## src/rtl/sal_ddr2_pkg.sv

```systemverilog
// Shared DDR2 controller definitions: refresh sequencer states and widths.
package sal_ddr2_pkg;

    localparam int DEBT_W         = 4;
    localparam int REF_URG_TH_DEF = 4;

    typedef enum logic [2:0] {
        ST_IDLE     = 3'd0,
        ST_DRAIN    = 3'd1,
        ST_PREA     = 3'd2,
        ST_WAIT_RP  = 3'd3,
        ST_REF      = 3'd4,
        ST_WAIT_RFC = 3'd5
    } ref_state_t;

    // Down-counter preload so that a delay of 0 behaves like a delay of 1.
    function automatic logic [7:0] dly_load(input logic [7:0] cycles);
        return (cycles == 8'd0) ? 8'd0 : cycles - 8'd1;
    endfunction

endpackage

```

## src/rtl/sal_ref_timer.sv

```systemverilog
// tREFI interval timer: emits a one-cycle tick every cfg_trefi_i enabled cycles.
module sal_ref_timer (
    input  logic        clk,
    input  logic        rst,
    input  logic        ref_en_i,
    input  logic [15:0] cfg_trefi_i,
    output logic        tick_o
);

    logic [15:0] tmr_q;
    logic [15:0] tmr_d;
    logic        cfg_ok;
    logic        at_end;

    assign cfg_ok = (cfg_trefi_i >= 16'd2);
    assign at_end = (tmr_q >= cfg_trefi_i - 16'd1);
    assign tick_o = ref_en_i && cfg_ok && (tmr_q == cfg_trefi_i - 16'd1);

    always_comb begin
        tmr_d = tmr_q + 16'd1;
        if (!ref_en_i || !cfg_ok || at_end) begin
            tmr_d = '0;
        end
    end

    always_ff @(posedge clk) begin
        if (rst) begin
            tmr_q <= '0;
        end else begin
            tmr_q <= tmr_d;
        end
    end

endmodule

```

## src/rtl/sal_ref_ctrl.sv

```systemverilog
// All-bank auto-refresh sequencer: accrues refresh debt, drains and closes banks,
// then issues REFRESH commands while enforcing tRP / tRFC.
module sal_ref_ctrl
    import sal_ddr2_pkg::*;
#(
    parameter int BK_CNT   = 8,
    parameter int DEBT_MAX = 8,
    parameter int URG_TH   = REF_URG_TH_DEF
) (
    input  logic              clk,
    input  logic              rst,
    input  logic              ref_en_i,
    input  logic [15:0]       cfg_trefi_i,
    input  logic [3:0]        cfg_trp_i,
    input  logic [7:0]        cfg_trfc_i,
    input  logic [BK_CNT-1:0] bk_idle_i,
    input  logic [BK_CNT-1:0] bk_open_i,
    output logic              block_o,
    output logic              prea_req_o,
    input  logic              prea_gnt_i,
    output logic              ref_req_o,
    input  logic              ref_gnt_i,
    output logic [DEBT_W-1:0] debt_o,
    output logic              busy_o,
    output logic              err_o
);

    localparam logic [DEBT_W-1:0] DEBT_MAX_C = DEBT_W'(DEBT_MAX);
    localparam logic [DEBT_W-1:0] URG_TH_C   = DEBT_W'(URG_TH);

    ref_state_t        state_q, state_d;
    logic [7:0]        cnt_q, cnt_d;
    logic [DEBT_W-1:0] debt_q, debt_d;
    logic              err_q, err_d;
    logic              tick;
    logic              ref_grant;
    logic              banks_idle;
    logic              banks_open;
    logic              debt_urgent;

    sal_ref_timer u_timer (
        .clk         (clk),
        .rst         (rst),
        .ref_en_i    (ref_en_i),
        .cfg_trefi_i (cfg_trefi_i),
        .tick_o      (tick)
    );

    assign banks_idle  = &bk_idle_i;
    assign banks_open  = |bk_open_i;
    assign debt_urgent = (debt_q >= URG_TH_C);
    // Grants outside the REF state are ignored.
    assign ref_grant   = (state_q == ST_REF) && ref_gnt_i;

    always_comb begin
        debt_d = debt_q;
        err_d  = err_q;
        if (tick && !ref_grant) begin
            if (debt_q >= DEBT_MAX_C) begin
                err_d = 1'b1;
            end else begin
                debt_d = debt_q + 1'b1;
            end
        end else if (ref_grant && !tick && (debt_q != '0)) begin
            debt_d = debt_q - 1'b1;
        end
    end

    always_comb begin
        state_d = state_q;
        cnt_d   = cnt_q;
        case (state_q)
            ST_IDLE: begin
                if (ref_en_i && (debt_urgent || ((debt_q != '0) && banks_idle))) begin
                    state_d = ST_DRAIN;
                end
            end
            ST_DRAIN: begin
                if (banks_idle) begin
                    state_d = banks_open ? ST_PREA : ST_REF;
                end
            end
            ST_PREA: begin
                if (prea_gnt_i) begin
                    cnt_d   = dly_load({4'd0, cfg_trp_i});
                    state_d = ST_WAIT_RP;
                end
            end
            ST_WAIT_RP: begin
                if (cnt_q == 8'd0) begin
                    state_d = ST_REF;
                end else begin
                    cnt_d = cnt_q - 8'd1;
                end
            end
            ST_REF: begin
                if (ref_gnt_i) begin
                    cnt_d   = dly_load(cfg_trfc_i);
                    state_d = ST_WAIT_RFC;
                end
            end
            ST_WAIT_RFC: begin
                // Banks are still closed, so an urgent backlog skips straight to REF.
                if (cnt_q == 8'd0) begin
                    state_d = debt_urgent ? ST_REF : ST_IDLE;
                end else begin
                    cnt_d = cnt_q - 8'd1;
                end
            end
            default: begin
                state_d = ST_IDLE;
            end
        endcase
    end

    always_ff @(posedge clk) begin
        if (rst) begin
            state_q <= ST_IDLE;
            cnt_q   <= '0;
            debt_q  <= '0;
            err_q   <= 1'b0;
        end else begin
            state_q <= state_d;
            cnt_q   <= cnt_d;
            debt_q  <= debt_d;
            err_q   <= err_d;
        end
    end

    assign block_o    = (state_q != ST_IDLE);
    assign busy_o     = (state_q != ST_IDLE);
    assign prea_req_o = (state_q == ST_PREA);
    assign ref_req_o  = (state_q == ST_REF);
    assign debt_o     = debt_q;
    assign err_o      = err_q;

endmodule
```

## config.mk

```make
export PLATFORM = sky130hd
export DESIGN_NAME = sal_ref_ctrl
export DESIGN_NICKNAME = d
export VERILOG_FILES = /design/src/rtl/sal_ddr2_pkg.sv /design/src/rtl/sal_ref_timer.sv /design/src/rtl/sal_ref_ctrl.sv
export SDC_FILE = /design/constraint.sdc
export NUM_CORES = 1
export LEC_CHECK = 0
export BUFFER_PORTS_ARGS = -buffer_cell sky130_fd_sc_hd__buf_2
export CORE_MARGIN = 2
export CORE_UTILIZATION = 50
export CTS_CLUSTER_SIZE = 16
export DETAILED_ROUTE_END_ITERATION = 6
export MAX_ROUTING_LAYER = met4
export PLACE_DENSITY_LB_ADDON = 0.2
export SLEW_MARGIN = 20
export SYNTH_ARGS = -nofsm -noshare
export SYNTH_HDL_FRONTEND = slang
export SYNTH_SLANG_ARGS = --single-unit
```

## constraint.sdc

```tcl
create_clock -name clk -period 6.8 [get_ports clk]
set_input_delay 0.34 -clock clk [delete_from_list [all_inputs] [get_ports clk]]
set_output_delay 0.34 -clock clk [all_outputs]
set_load 0.005 [all_outputs]
```

Word-level counts from Yosys, hierarchy flattened
Index checks and enable logic that the tools add are counted.
- add/subtract/negate cells: 7
- magnitude comparators: 4
- equality and inequality tests: 14
- muxes and demuxes: 18
- reductions and logical operators: 31
- operators with widths (operator ; number):
    $mux 8 ; 5
    $mux 3 ; 8
    $pmux 8 s3 ; 1
    $pmux 3 s6 ; 1
    $add 16x1->16 const B ; 1
    $eq 16x16->1 ; 1
    $ge 16x16->1 ; 1
    $ge 16x2->1 const B ; 1
    $logic_not 8->1 ; 2
    $sub 16x1->16 const B ; 1
    $sub 8x1->8 const B ; 2
    $mux 4 ; 3
    $ne 2x2->1 const B ; 6
    $logic_and 1x1->1 ; 8
    $reduce_and 8->1 ; 1
    $reduce_or 8->1 ; 1
    $eq 3x2->1 const B ; 2
    $eq 3x3->1 const B ; 2
    $reduce_and 6->1 ; 1
    $reduce_bool 3->1 ; 2
    $sub 4x1->5 const B ; 1
    $add 4x1->4 const B ; 1
    $ge 4x3->1 const B ; 1
    $ge 4x4->1 const B ; 1
    other kinds (12) ; 20
- flip-flop bits (word level): 32
- input port bits: 49
- output and inout bits: 9
- logic and storage cells: 79

Logic depth before layout (Yosys ltp)
Gate-level depths: netlist of the first run.
- depth after elaboration: 8
- mapped depth: 16
- depth with buffers taken out: 16

By module
Synthesis of the first run repeated with hierarchy kept, for this count alone.
- cells, all modules: 345
- area, all modules: 2832.7 um^2
- modules (own cells, without submodules) (module ; instances ; cells each ; area each (um^2) ; sequential area each (um^2)):
    sal_ref_ctrl ; 1 ; 185 ; 1428.9 ; 320.3
    sal_ref_timer ; 1 ; 160 ; 1403.8 ; 320.3

Least setup slack after synthesis of the first run
OpenSTA, ideal clock, no wires.
- path type: input-to-reg
- start: input cfg_trefi_i[4]
- end: register debt_q[3] (netlist: debt_o[3])
- library setup time: 0.071 ns
- arrival time: 4.029 ns
- required time: 6.729 ns
- slack: 2.700 ns
- stages on the path: 16
- path buffers: 0
- cells stage by stage: nor4_2 -> nand3_1 -> or3_1 -> or3_1 -> a21oi_1 -> ha_1 -> nand3_1 -> or3_1 -> nor3_1 -> nand3b_1 -> ha_1 -> a21o_1 -> a21o_1 -> or4_1 -> mux2_2 -> a21oi_1
- word-level cells in the longest chain between the ends: 8
- elaborated cells on any way between the ends: 13
- those cells by class: add/sub (1); order compare (1); eq/ne (2); mux (1); reduce/logical (8)
- RTL lines (item ; line ; source):
    from (decl) ; sal_ref_ctrl.sv:13 ; input logic [15:0] cfg_trefi_i,
    $sub 16x1->16 or $ge 16x2->1 (tied branches) ; sal_ref_timer.sv:17, sal_ref_timer.sv:15 ;
    $eq 16x16->1 or $logic_and 1x1->1 (tied branches) ; sal_ref_timer.sv:17 ; assign tick_o = ref_en_i && cfg_ok && (tmr_q == cfg_trefi_i - 16'd1);
    $logic_and 1x1->1 (*) ; sal_ref_timer.sv:17 ;
    $logic_not 1->1 ; sal_ref_ctrl.sv:64 ; end else if (ref_grant && !tick && (debt_q != '0)) begin
    $logic_and 1x1->1 (2 in series) ; sal_ref_ctrl.sv:64 ;
    $reduce_bool 2->1 (no source line) ; -- ;
    $reduce_and 2->1 (no source line) ; -- ;
    to (signal assigned) ; sal_ref_ctrl.sv:125 ; debt_q <= debt_d;
    to (decl) ; sal_ref_ctrl.sv:33 ; logic [DEBT_W-1:0] debt_q, debt_d;
Mark *: on every way between the ends. The rest lies on a longest branch, timed or not.
A chain may end at the register's enable or synchronous reset.

Worst setup path in the final report of the first run
Ends and elaborated chain as after synthesis.

==> impl_metrics.env, run 1 <==
export IMPL_fmax_mhz=234
export IMPL_clkLatencyLatePin_ns=0.28
export IMPL_critical_path_startpoint="cfg_trefi_i[4]"
export IMPL_irDropWorstVdd_v=0.000122
export IMPL_final_fill_count=486
export IMPL_yosys_top_cells_area="dfxtp_1 24%, ha_1 12%, xnor2_1 7.1%, nor3_1 6.5%, xor2_1 4.8%"
export IMPL_num_antenna_cells=0
export IMPL_nets=459
export IMPL_cap_violations=0
export IMPL_route_vias_total=2601
export IMPL_finalWirelength_um=6210
export IMPL_post_cts_buffers=0
export IMPL_syn2layout_area_growth_pct=14.8
export IMPL_rsz0062_at_grt="no"
export IMPL_hold_path_end="err_o$_SDFFE_PP0P_"
export IMPL_use_met1_pct=28.5
export IMPL_reg2reg_slack_ns=3.67
export IMPL_power_leakage_nw=1.27
export IMPL_grt_pass1_wl_um=10400
export IMPL_netlist_instances=327
export IMPL_setup_viol=0
export IMPL_cts_tree="done"
export IMPL_relSlewSlack_pct=46.6
export IMPL_maxSlewViolCount=0
export IMPL_finalHoldViolations=0
export IMPL_clock_sinks=32
export IMPL_met3_usage_pct=3.26
export IMPL_path_max_fanout=5
export IMPL_routabilityCongestion=0.845
export IMPL_synth_top_area_cell="dfxtp_1"
export IMPL_portBuffers=57
export IMPL_first_pass_iters=6
export IMPL_synth_seq_cells=32
export IMPL_cp_start_kind="input pin"
export IMPL_postLayoutCoreUtil_pct=60.2
export IMPL_cts_max_level=2
export IMPL_track_usage_pct=21.4
export IMPL_min_period_ns=4.28
export IMPL_hold_start="rst"
export IMPL_syn_area_mm2=0.00271
export IMPL_seq_area_frac_synth_pct=23.6
export IMPL_ys_types=57
export IMPL_ioPinCount=58
export IMPL_postCtsHoldBufs=0
export IMPL_finClkSkew_ns=0.00225
export IMPL_hold_depth=2
export IMPL_core_mm2=0.00517
export IMPL_tns_ns=0
export IMPL_worst_slew_pin_slew_ns=0.793
export IMPL_cts_resized=0
export IMPL_die_w_um=77.6
export IMPL_dieArea_mm2=0.00602
export IMPL_syn_mean_instance_area_um2=8.29
export IMPL_grt_max_degree=17
export IMPL_crit_type="input pin to flop"
export IMPL_r2r_cells=11
export IMPL_path_clk_slew_ns=0.06
export IMPL_hp_class="input pin to flop"
export IMPL_start_util_pct=52.4
export IMPL_dpl_hpwl_um=4990
export IMPL_yosys_warnings=0
export IMPL_vias_per_cell=5.72
export IMPL_worstReg2RegStart="u_timer.tmr_q[9]$_SDFF_PP0_"
export IMPL_grt_use_met2_pct=34.2
export IMPL_drcViolationCount=0
export IMPL_status="complete, no violations"
export IMPL_chipHeight_um=77.6
export IMPL_path_cells="buf_2 > nor4_2 > nand3_1 > or3_1 > or3_1 > a21oi_1 > ha_1 > nand3_1 > or3_1 > nor3_1 > nand3b_1 > ha_1 > a21o_1 > a21o_1 > or4_1 > mux2_2 > a21oi_1"
export IMPL_drive_gt1_share_pct=22.1
export IMPL_rows=26
export IMPL_cpMaxStageDelayCell="or3_1"
export IMPL_clockBufferDepth=2
export IMPL_max_stage_delay_ns=0.47
export IMPL_grt_ovfl_total=0
export IMPL_arrival_ns=4.50
export IMPL_root_buffer="clkbuf_8"
export IMPL_cts_made_buffers=5
export IMPL_multi_input_area_mm2=0.00193
export IMPL_top_usage_layer="met2"
export IMPL_synth_ff_type="dfxtp_1"
export IMPL_grt_pass1_vias=2347
export IMPL_synth_edff_count=0
export IMPL_syn_nets=402
export IMPL_ant_nets=0
export IMPL_drt_iter0_drc=112
export IMPL_synth_async_reset_ratio_pct=0
export IMPL_p_per_area_mw_per_mm2=127
export IMPL_finalCritPeriodShare_pct=62.9
export IMPL_cp_required_ns=7.02
export IMPL_antenna_found_initial=0
export IMPL_seq_area_um2=641
export IMPL_crit_path_end_kind="flop"
export IMPL_avgRoutedWirePerCell_um=13.7
export IMPL_crit_top_cell="or3_1"
export IMPL_synth_top_area_share_pct=23.6
export IMPL_r2r_end="debt_o[3]$_SDFFE_PP0P_"
placed cells by master (no fill, tap or decap), drive strengths merged, types with 6 or more instances in the layout:
cell    Yosys  layout
nor2       27      27
xor2       15      15
xnor2      22      22
nor3       35      35
a21oi      16      16
nand3       9       9
nor4        8       8
ha         25      25
a21o        9       9
inv        18      18
o21ai      10      10
buf         4      59
clkbuf      4       8
nand4       8       8
nand2      18      18
dfxtp      32      32
or3         6       6
metal layers:
| metal | routed length [µm] | vias to the layer above |
|---|---|---|
| met5 | 0 | - |
| met4 | 56 | 0 |
| met3 | 203 | 8 |
| met2 | 2890 | 46 |
| met1 | 3070 | 1223 |
| li1 | - | 1324 |
power breakdown:
group          switching (W)  internal (W)  leakage [nW]  total (W)
clock network      0.0000681     0.0000825        0.0455   0.000151
registers        0.000000721      0.000188         0.258   0.000189
logic              0.0000292     0.0000256         0.967  0.0000547
cells by family (layout without fill, tap and decap cells):
logic type | count (synthesis) | in the layout | share of synthesized area (%)
compound gates | 65 | 65 | 17.2
mux | 5 | 5 | 1.94
fa+ha+maj | 26 | 26 | 12.3
xor+xnor | 37 | 37 | 12.0
simple gates | 135 | 135 | 27.7
buf+inv | 27 | 85 | 5.31
flops | 32 | 32 | 23.6
cell type report:
| type | count | area share, % |
|---|---|---|
| Multi-Input combinational cell | 268 | 61.9 |
| Sequential cell | 32 | 20.6 |
| Timing Repair Buffer | 59 | 9.65 |
| Clock buffer | 8 | 2.90 |
| Tap cell | 70 | 2.81 |
| Inverter | 18 | 2.17 |
worst max-delay path, delay by kind of cell:
family / cells / cell delay (ns)
AO/OA/AOI/OAI: 4 / 0.64
adder cells (fa/ha/maj): 2 / 0.44
buffers and inverters: 1 / 0.12
multiplexers: 1 / 0.28
AND/OR/NAND/NOR: 9 / 2.68
synthesized netlist by cell type, types with 3 or more instances:
cell type and count:
nor3_1 35, dfxtp_1 32, nor2_1 27, ha_1 25, xnor2_1 22, nand2_1 18
inv_1 17, a21oi_1 16, xor2_1 15, o21ai_0 10, nand3_1 9, a21o_1 8
nand4_1 8, nor4_1 6, or3_1 6, a211oi_1 5, nor3b_1 5, o22ai_1 5
mux2i_1 3, nand3b_1 3, or4_1 3
worst max path at each step:
stage	end	slack (ns)	cells past startpoint
floorplan	debt_o[3]$_SDFFE_PP0P_	2.70	16
global placement	debt_o[3]$_SDFFE_PP0P_	2.37	17
detailed placement	debt_o[3]$_SDFFE_PP0P_	2.23	17
CTS	debt_o[3]$_SDFFE_PP0P_	2.53	17
global route	debt_o[3]$_SDFFE_PP0P_	2.24	17
finish	debt_o[3]$_SDFFE_PP0P_	2.52	17
registers in the layout, summed over array words and instances (netlist names):
| register | count |
|---|---|
| u_timer.tmr_q | 16 |
| err_o | 1 |
| cnt_q | 8 |
| debt_o | 4 |
| state_q | 3 |
stage by stage:
stage | hold WS (ns) | worst slack, ns | instances | area, µm² | power (W)
2_1_floorplan | 0.454 | 2.70 | 327 | 2710 | 0.000221
3_3_place_gp | 0.470 | 2.37 | 447 | 3020 | 0.000246
3_5_place_dp | 0.468 | 2.23 | 447 | 3020 | 0.000247
4_1_cts | 0.417 | 2.53 | 455 | 3110 | 0.000398
5_1_grt | 0.437 | 2.24 | 455 | 3110 | 0.000412
6_report | 0.419 | 2.52 | 455 | 3110 | 0.000394
No activity file was read; power rests on OpenSTA's default activity.
==> run 2, diff against run 1 <==
Clock period 6.8 ns to 4.3 ns, I/O delays scaled along.
==> impl_metrics.env, run 2 (synthesized netlist as in run 1, its figures left out) <==
export IMPL_reg2reg_slack_ns=1.28
export IMPL_place_area_mm2=0.00304
export IMPL_ioPinCount=58
export IMPL_avgRoutedWirePerCell_um=13.3
export IMPL_grt_ovfl_total=0
export IMPL_finalInstanceArea_mm2=0.00313
export IMPL_path_buf_inv=1
export IMPL_start_util_pct=52.4
export IMPL_hold_depth=2
export IMPL_relSlewSlack_pct=49.3
export IMPL_ant_nets=0
export IMPL_dp_cells=449
export IMPL_clock_sinks=32
export IMPL_rsz0062_at_grt="no"
export IMPL_path_clk_slew_ns=0.06
export IMPL_grt_pass1_vias=2406
export IMPL_cts_resized=0
export IMPL_r2r_cells=11
export IMPL_fmax_mhz=260
export IMPL_finalWirelength_um=6090
export IMPL_drcViolationCount=0
export IMPL_first_pass_iters=4
export IMPL_drive_gt1_share_pct=22.5
export IMPL_setup_slack_ns=0.451
export IMPL_drt_iter0_drc=91
export IMPL_num_antenna_cells=0
export IMPL_grt_pass1_wl_um=10500
export IMPL_dieArea_mm2=0.00602
export IMPL_cts_made_buffers=5
export IMPL_rows=26
export IMPL_final_cell_mix="57 x buf_2, 35 x nor3_1, 32 x dfxtp_1"
export IMPL_path_cells="buf_2 > nor4_2 > nand3_1 > or3_1 > or3_1 > a21oi_1 > ha_1 > nand3_1 > or3_1 > nor3_1 > nand3b_1 > ha_1 > a21o_1 > a21o_1 > or4_1 > mux2_2 > a21oi_1"
export IMPL_routabilityCongestion=0.865
export IMPL_cap_violations=0
export IMPL_syn2layout_area_growth_pct=15.4
export IMPL_cp_top_family="simple AND/OR/NAND/NOR gates"
export IMPL_final_fill_count=484
export IMPL_dp_slack_ns=0.148
export IMPL_crit_path_end_kind="flop"
export IMPL_hold_path_end="err_o$_SDFFE_PP0P_"
export IMPL_max_stage_delay_ns=0.39
export IMPL_cp_required_ns=4.51
export IMPL_postCtsHoldBufs=0
export IMPL_grt_max_degree=17
export IMPL_cpMaxStageDelayCell="or3_1"
export IMPL_hold_ws_ns=0.292
export IMPL_finClkSkew_ns=0.00473
export IMPL_status="complete, no violations"
export IMPL_nets=461
export IMPL_cts_max_level=2
export IMPL_track_usage_pct=21.4
export IMPL_p_per_area_mw_per_mm2=199
export IMPL_worstReg2RegStart="u_timer.tmr_q[9]$_SDFF_PP0_"
export IMPL_layout_cells_non_filler=457
export IMPL_post_cts_buffers=0
export IMPL_crit_top_cell="or3_1"
export IMPL_final_common_cell="buf_2"
export IMPL_route_vias_total=2578
export IMPL_largest_register="u_timer.tmr_q"
export IMPL_die_w_um=77.6
export IMPL_r2r_end="debt_o[3]$_SDFFE_PP0P_"
export IMPL_irDropWorstVdd_v=0.000174
export IMPL_core_mm2=0.00517
export IMPL_tns_ns=0
export IMPL_vias_per_cell=5.64
export IMPL_finalCritPeriodShare_pct=89.5
export IMPL_clkLatencyLatePin_ns=0.28
export IMPL_antenna_found_initial=0
export IMPL_chipHeight_um=77.6
export IMPL_root_buffer="clkbuf_8"
export IMPL_clockBufferDepth=2
export IMPL_hold_start="rst"
export IMPL_crit_type="input pin to flop"
export IMPL_cts_tree="done"
export IMPL_min_period_ns=3.85
export IMPL_hp_class="input pin to flop"
export IMPL_cp_start_kind="input pin"
export IMPL_arrival_ns=4.06
export IMPL_power_leakage_nw=1.28
export IMPL_portBuffers=57
export IMPL_maxSlewViolCount=0
export IMPL_finalHoldViolations=0
export IMPL_worst_slew_pin_slew_ns=0.756
export IMPL_path_max_fanout=3
export IMPL_dpl_hpwl_um=4910
export IMPL_largest_register_ffs=16
export IMPL_setup_viol=0
-- run 2: how the worst max path moves through the flow --
stage	startpoint	to	slack [ns]	cells past startpoint
final	cfg_trefi_i[4]	debt_o[3]$_SDFFE_PP0P_	0.45	17
after global routing	cfg_trefi_i[9]	debt_o[3]$_SDFFE_PP0P_	0.14	16
after CTS	cfg_trefi_i[4]	debt_o[3]$_SDFFE_PP0P_	0.43	17
after detailed placement	cfg_trefi_i[4]	debt_o[3]$_SDFFE_PP0P_	0.15	17
after global placement	cfg_trefi_i[4]	debt_o[3]$_SDFFE_PP0P_	0.24	17
after floorplan	cfg_trefi_i[4]	debt_o[3]$_SDFFE_PP0P_	0.33	16
-- run 2: metal layers --
layer	routed length, µm	track usage (%)	part of all wire [%]
met3	225	3.60	3.7
met1	3010	28.1	49
met5	0	-	0
met2	2760	34.7	45
met4	91	4.82	1.5
-- run 2: through the flow --
step | util (%) | total power (W)
after floorplan | - | 0.000349
after global placement | 58.7 | 0.000390
after detailed placement | 58.7 | 0.000391
after CTS | 60.4 | 0.000632
after global routing | 60.4 | 0.000656
final | 60.4 | 0.000623
-- run 2: final cells by class --
cell class                 instances  area, µm²  share of cell area [%]
timing repair buffer              61        315                    10.1
multi-input combinational        268       1930                    61.6
clock buffer                       8       90.1                    2.88
inverter                          18       67.6                    2.16
sequential                        32        641                    20.5
tap                               70       87.6                    2.80
-- run 2: power breakdown --
part | internal [W] | switching [W] | leakage, nW
logic | 0.0000405 | 0.0000456 | 0.976
clock network | 0.000130 | 0.000108 | 0.0455
registers | 0.000297 | 0.00000113 | 0.258
total | 0.000468 | 0.000155 | 1.28
-- run 2: worst reg2reg max path: cells and delay by family, from the launching register on --
family | cells | cell delay (ns)
AND/OR/NAND/NOR | 5 | 1.21
multiplexers | 1 | 0.27
adder cells (fa/ha/maj) | 2 | 0.63
flip-flops | 1 | 0.37
AO/OA/AOI/OAI | 3 | 0.48
==> run 3, diff against run 2 <==
Settings changed: CTS_BUF_LIST set to sky130_fd_sc_hd__clkbuf_8, PLACE_DENSITY set to 0.74, PLACE_DENSITY_LB_ADDON 0.2 to not set.
Clock period 4.3 ns to 4.5 ns, I/O delays scaled along.
==> impl_metrics.env, run 3 (synthesized netlist as in run 1, its figures left out) <==
export IMPL_start_util_pct=52.4
export IMPL_drive_gt1_share_pct=22.5
export IMPL_clock_sinks=32
export IMPL_die_w_um=77.6
export IMPL_cts_tree="done"
export IMPL_arrival_ns=4.23
export IMPL_finalHoldViolations=0
export IMPL_grt_pass1_wl_um=10500
export IMPL_finClkSkew_ns=0.00701
export IMPL_setup_viol=0
export IMPL_seq_area_um2=641
export IMPL_portBuffers=57
export IMPL_final_common_cell="buf_2"
export IMPL_cp_required_ns=4.72
export IMPL_drt_iter0_drc=145
export IMPL_dp_cells=448
export IMPL_p_per_area_mw_per_mm2=202
export IMPL_worst_slew_pin_slew_ns=0.744
export IMPL_first_pass_iters=5
export IMPL_dpl_hpwl_um=4920
export IMPL_rsz0062_at_grt="no"
export IMPL_hp_class="input pin to flop"
export IMPL_cp_start_kind="input pin"
export IMPL_clockBufferDepth=2
export IMPL_ant_nets=0
export IMPL_grt_ovfl_total=0
export IMPL_irDropWorstVdd_v=0.000185
export IMPL_final_cell_mix="57 x buf_2, 35 x nor3_1, 32 x dfxtp_1"
export IMPL_track_usage_pct=21.8
export IMPL_setup_slack_ns=0.495
export IMPL_nets=460
export IMPL_crit_path_end_kind="flop"
export IMPL_status="complete, no violations"
export IMPL_multi_input_area_mm2=0.00193
export IMPL_grt_max_degree=17
export IMPL_routabilityCongestion=0.834
export IMPL_vias_per_cell=5.68
export IMPL_finalCritPeriodShare_pct=89.0
export IMPL_drcViolationCount=0
export IMPL_cts_max_level=2
export IMPL_finalWirelength_um=6230
export IMPL_post_cts_buffers=0
export IMPL_power_leakage_nw=1.29
export IMPL_core_mm2=0.00517
export IMPL_dp_slack_ns=0.204
export IMPL_route_vias_total=2588
export IMPL_clkLatencyLatePin_ns=0.29
export IMPL_layout_cells_non_filler=456
export IMPL_cts_made_buffers=5
export IMPL_largest_register_ffs=16
export IMPL_postCtsHoldBufs=0
export IMPL_ioPinCount=58
export IMPL_antenna_found_initial=0
export IMPL_syn2layout_area_growth_pct=15.7
export IMPL_avgRoutedWirePerCell_um=13.7
export IMPL_final_fill_count=469
export IMPL_min_period_ns=4.01
export IMPL_tns_ns=0
export IMPL_cap_violations=0
export IMPL_cts_resized=0
export IMPL_root_buffer="clkbuf_8"
export IMPL_maxSlewViolCount=0
export IMPL_relSlewSlack_pct=50.1
export IMPL_largest_register="u_timer.tmr_q"
export IMPL_fmax_mhz=250
export IMPL_chipHeight_um=77.6
export IMPL_path_clk_slew_ns=0.07
export IMPL_crit_type="input pin to flop"
export IMPL_num_antenna_cells=0
export IMPL_grt_pass1_vias=2378
export IMPL_dieArea_mm2=0.00602
export IMPL_rows=26
export IMPL_path_max_fanout=4
run 3: layout make-up:
cell class,count,share of cell area (%)
Clock buffer,5,2.19
Inverter,18,2.15
Multi-Input combinational cell,268,61.4
Timing Repair Buffer,60,9.81
Tap cell,70,2.79
Sequential cell,32,20.4
Clock inverter,3,1.24
run 3: through the flow:
step	utilization, %	power [W]	instance area (µm²)	hold slack (ns)
after global placement	58.6	0.000372	3030	0.469
after detailed placement	58.6	0.000374	3030	0.481
after floorplan	-	0.000334	2710	0.339
after global routing	60.6	0.000665	3140	0.308
final	60.6	0.000633	3140	0.300
after CTS	60.6	0.000637	3140	0.307
run 3: where the power goes:
part	switching (W)	internal, W
sequential	0.00000103	0.000284
combinational	0.0000436	0.0000386
clock	0.000104	0.000162
total	0.000149	0.000485
run 3: worst max-delay path, stage by stage:
cell	delay (ns)
buf_2	0.12
nor4_2	0.29
nand3_1	0.14
or3_1	0.36
or3_1	0.31
a21oi_1	0.19
ha_1	0.16
nand3_1	0.08
or3_1	0.46
nor3_1	0.22
nand3b_1	0.19
ha_1	0.34
a21o_1	0.19
a21o_1	0.19
or4_1	0.39
mux2_2	0.27
a21oi_1	0.11
run 3: final timing paths:
check                          startpoint                     end  slack, ns  cells past startpoint
max                        cfg_trefi_i[4]  debt_o[3]$_SDFFE_PP0P_       0.49                     17
min                                   rst      err_o$_SDFFE_PP0P_       0.30                      2
max reg2reg  u_timer.tmr_q[13]$_SDFF_PP0_  debt_o[3]$_SDFFE_PP0P_       1.35                     11
min reg2reg            err_o$_SDFFE_PP0P_      err_o$_SDFFE_PP0P_       0.49                      2
run 3: metal layers:
layer  wire [µm]  vias up  track usage, %  share of wire (%)
met3         318        7            3.49                5.1
met4          62        0            5.89                1.0
li1            -     1318               -                  -
met5           0        -               -                  0
met2        3010       58            34.7                 48
met1        2840     1205            28.7                 46
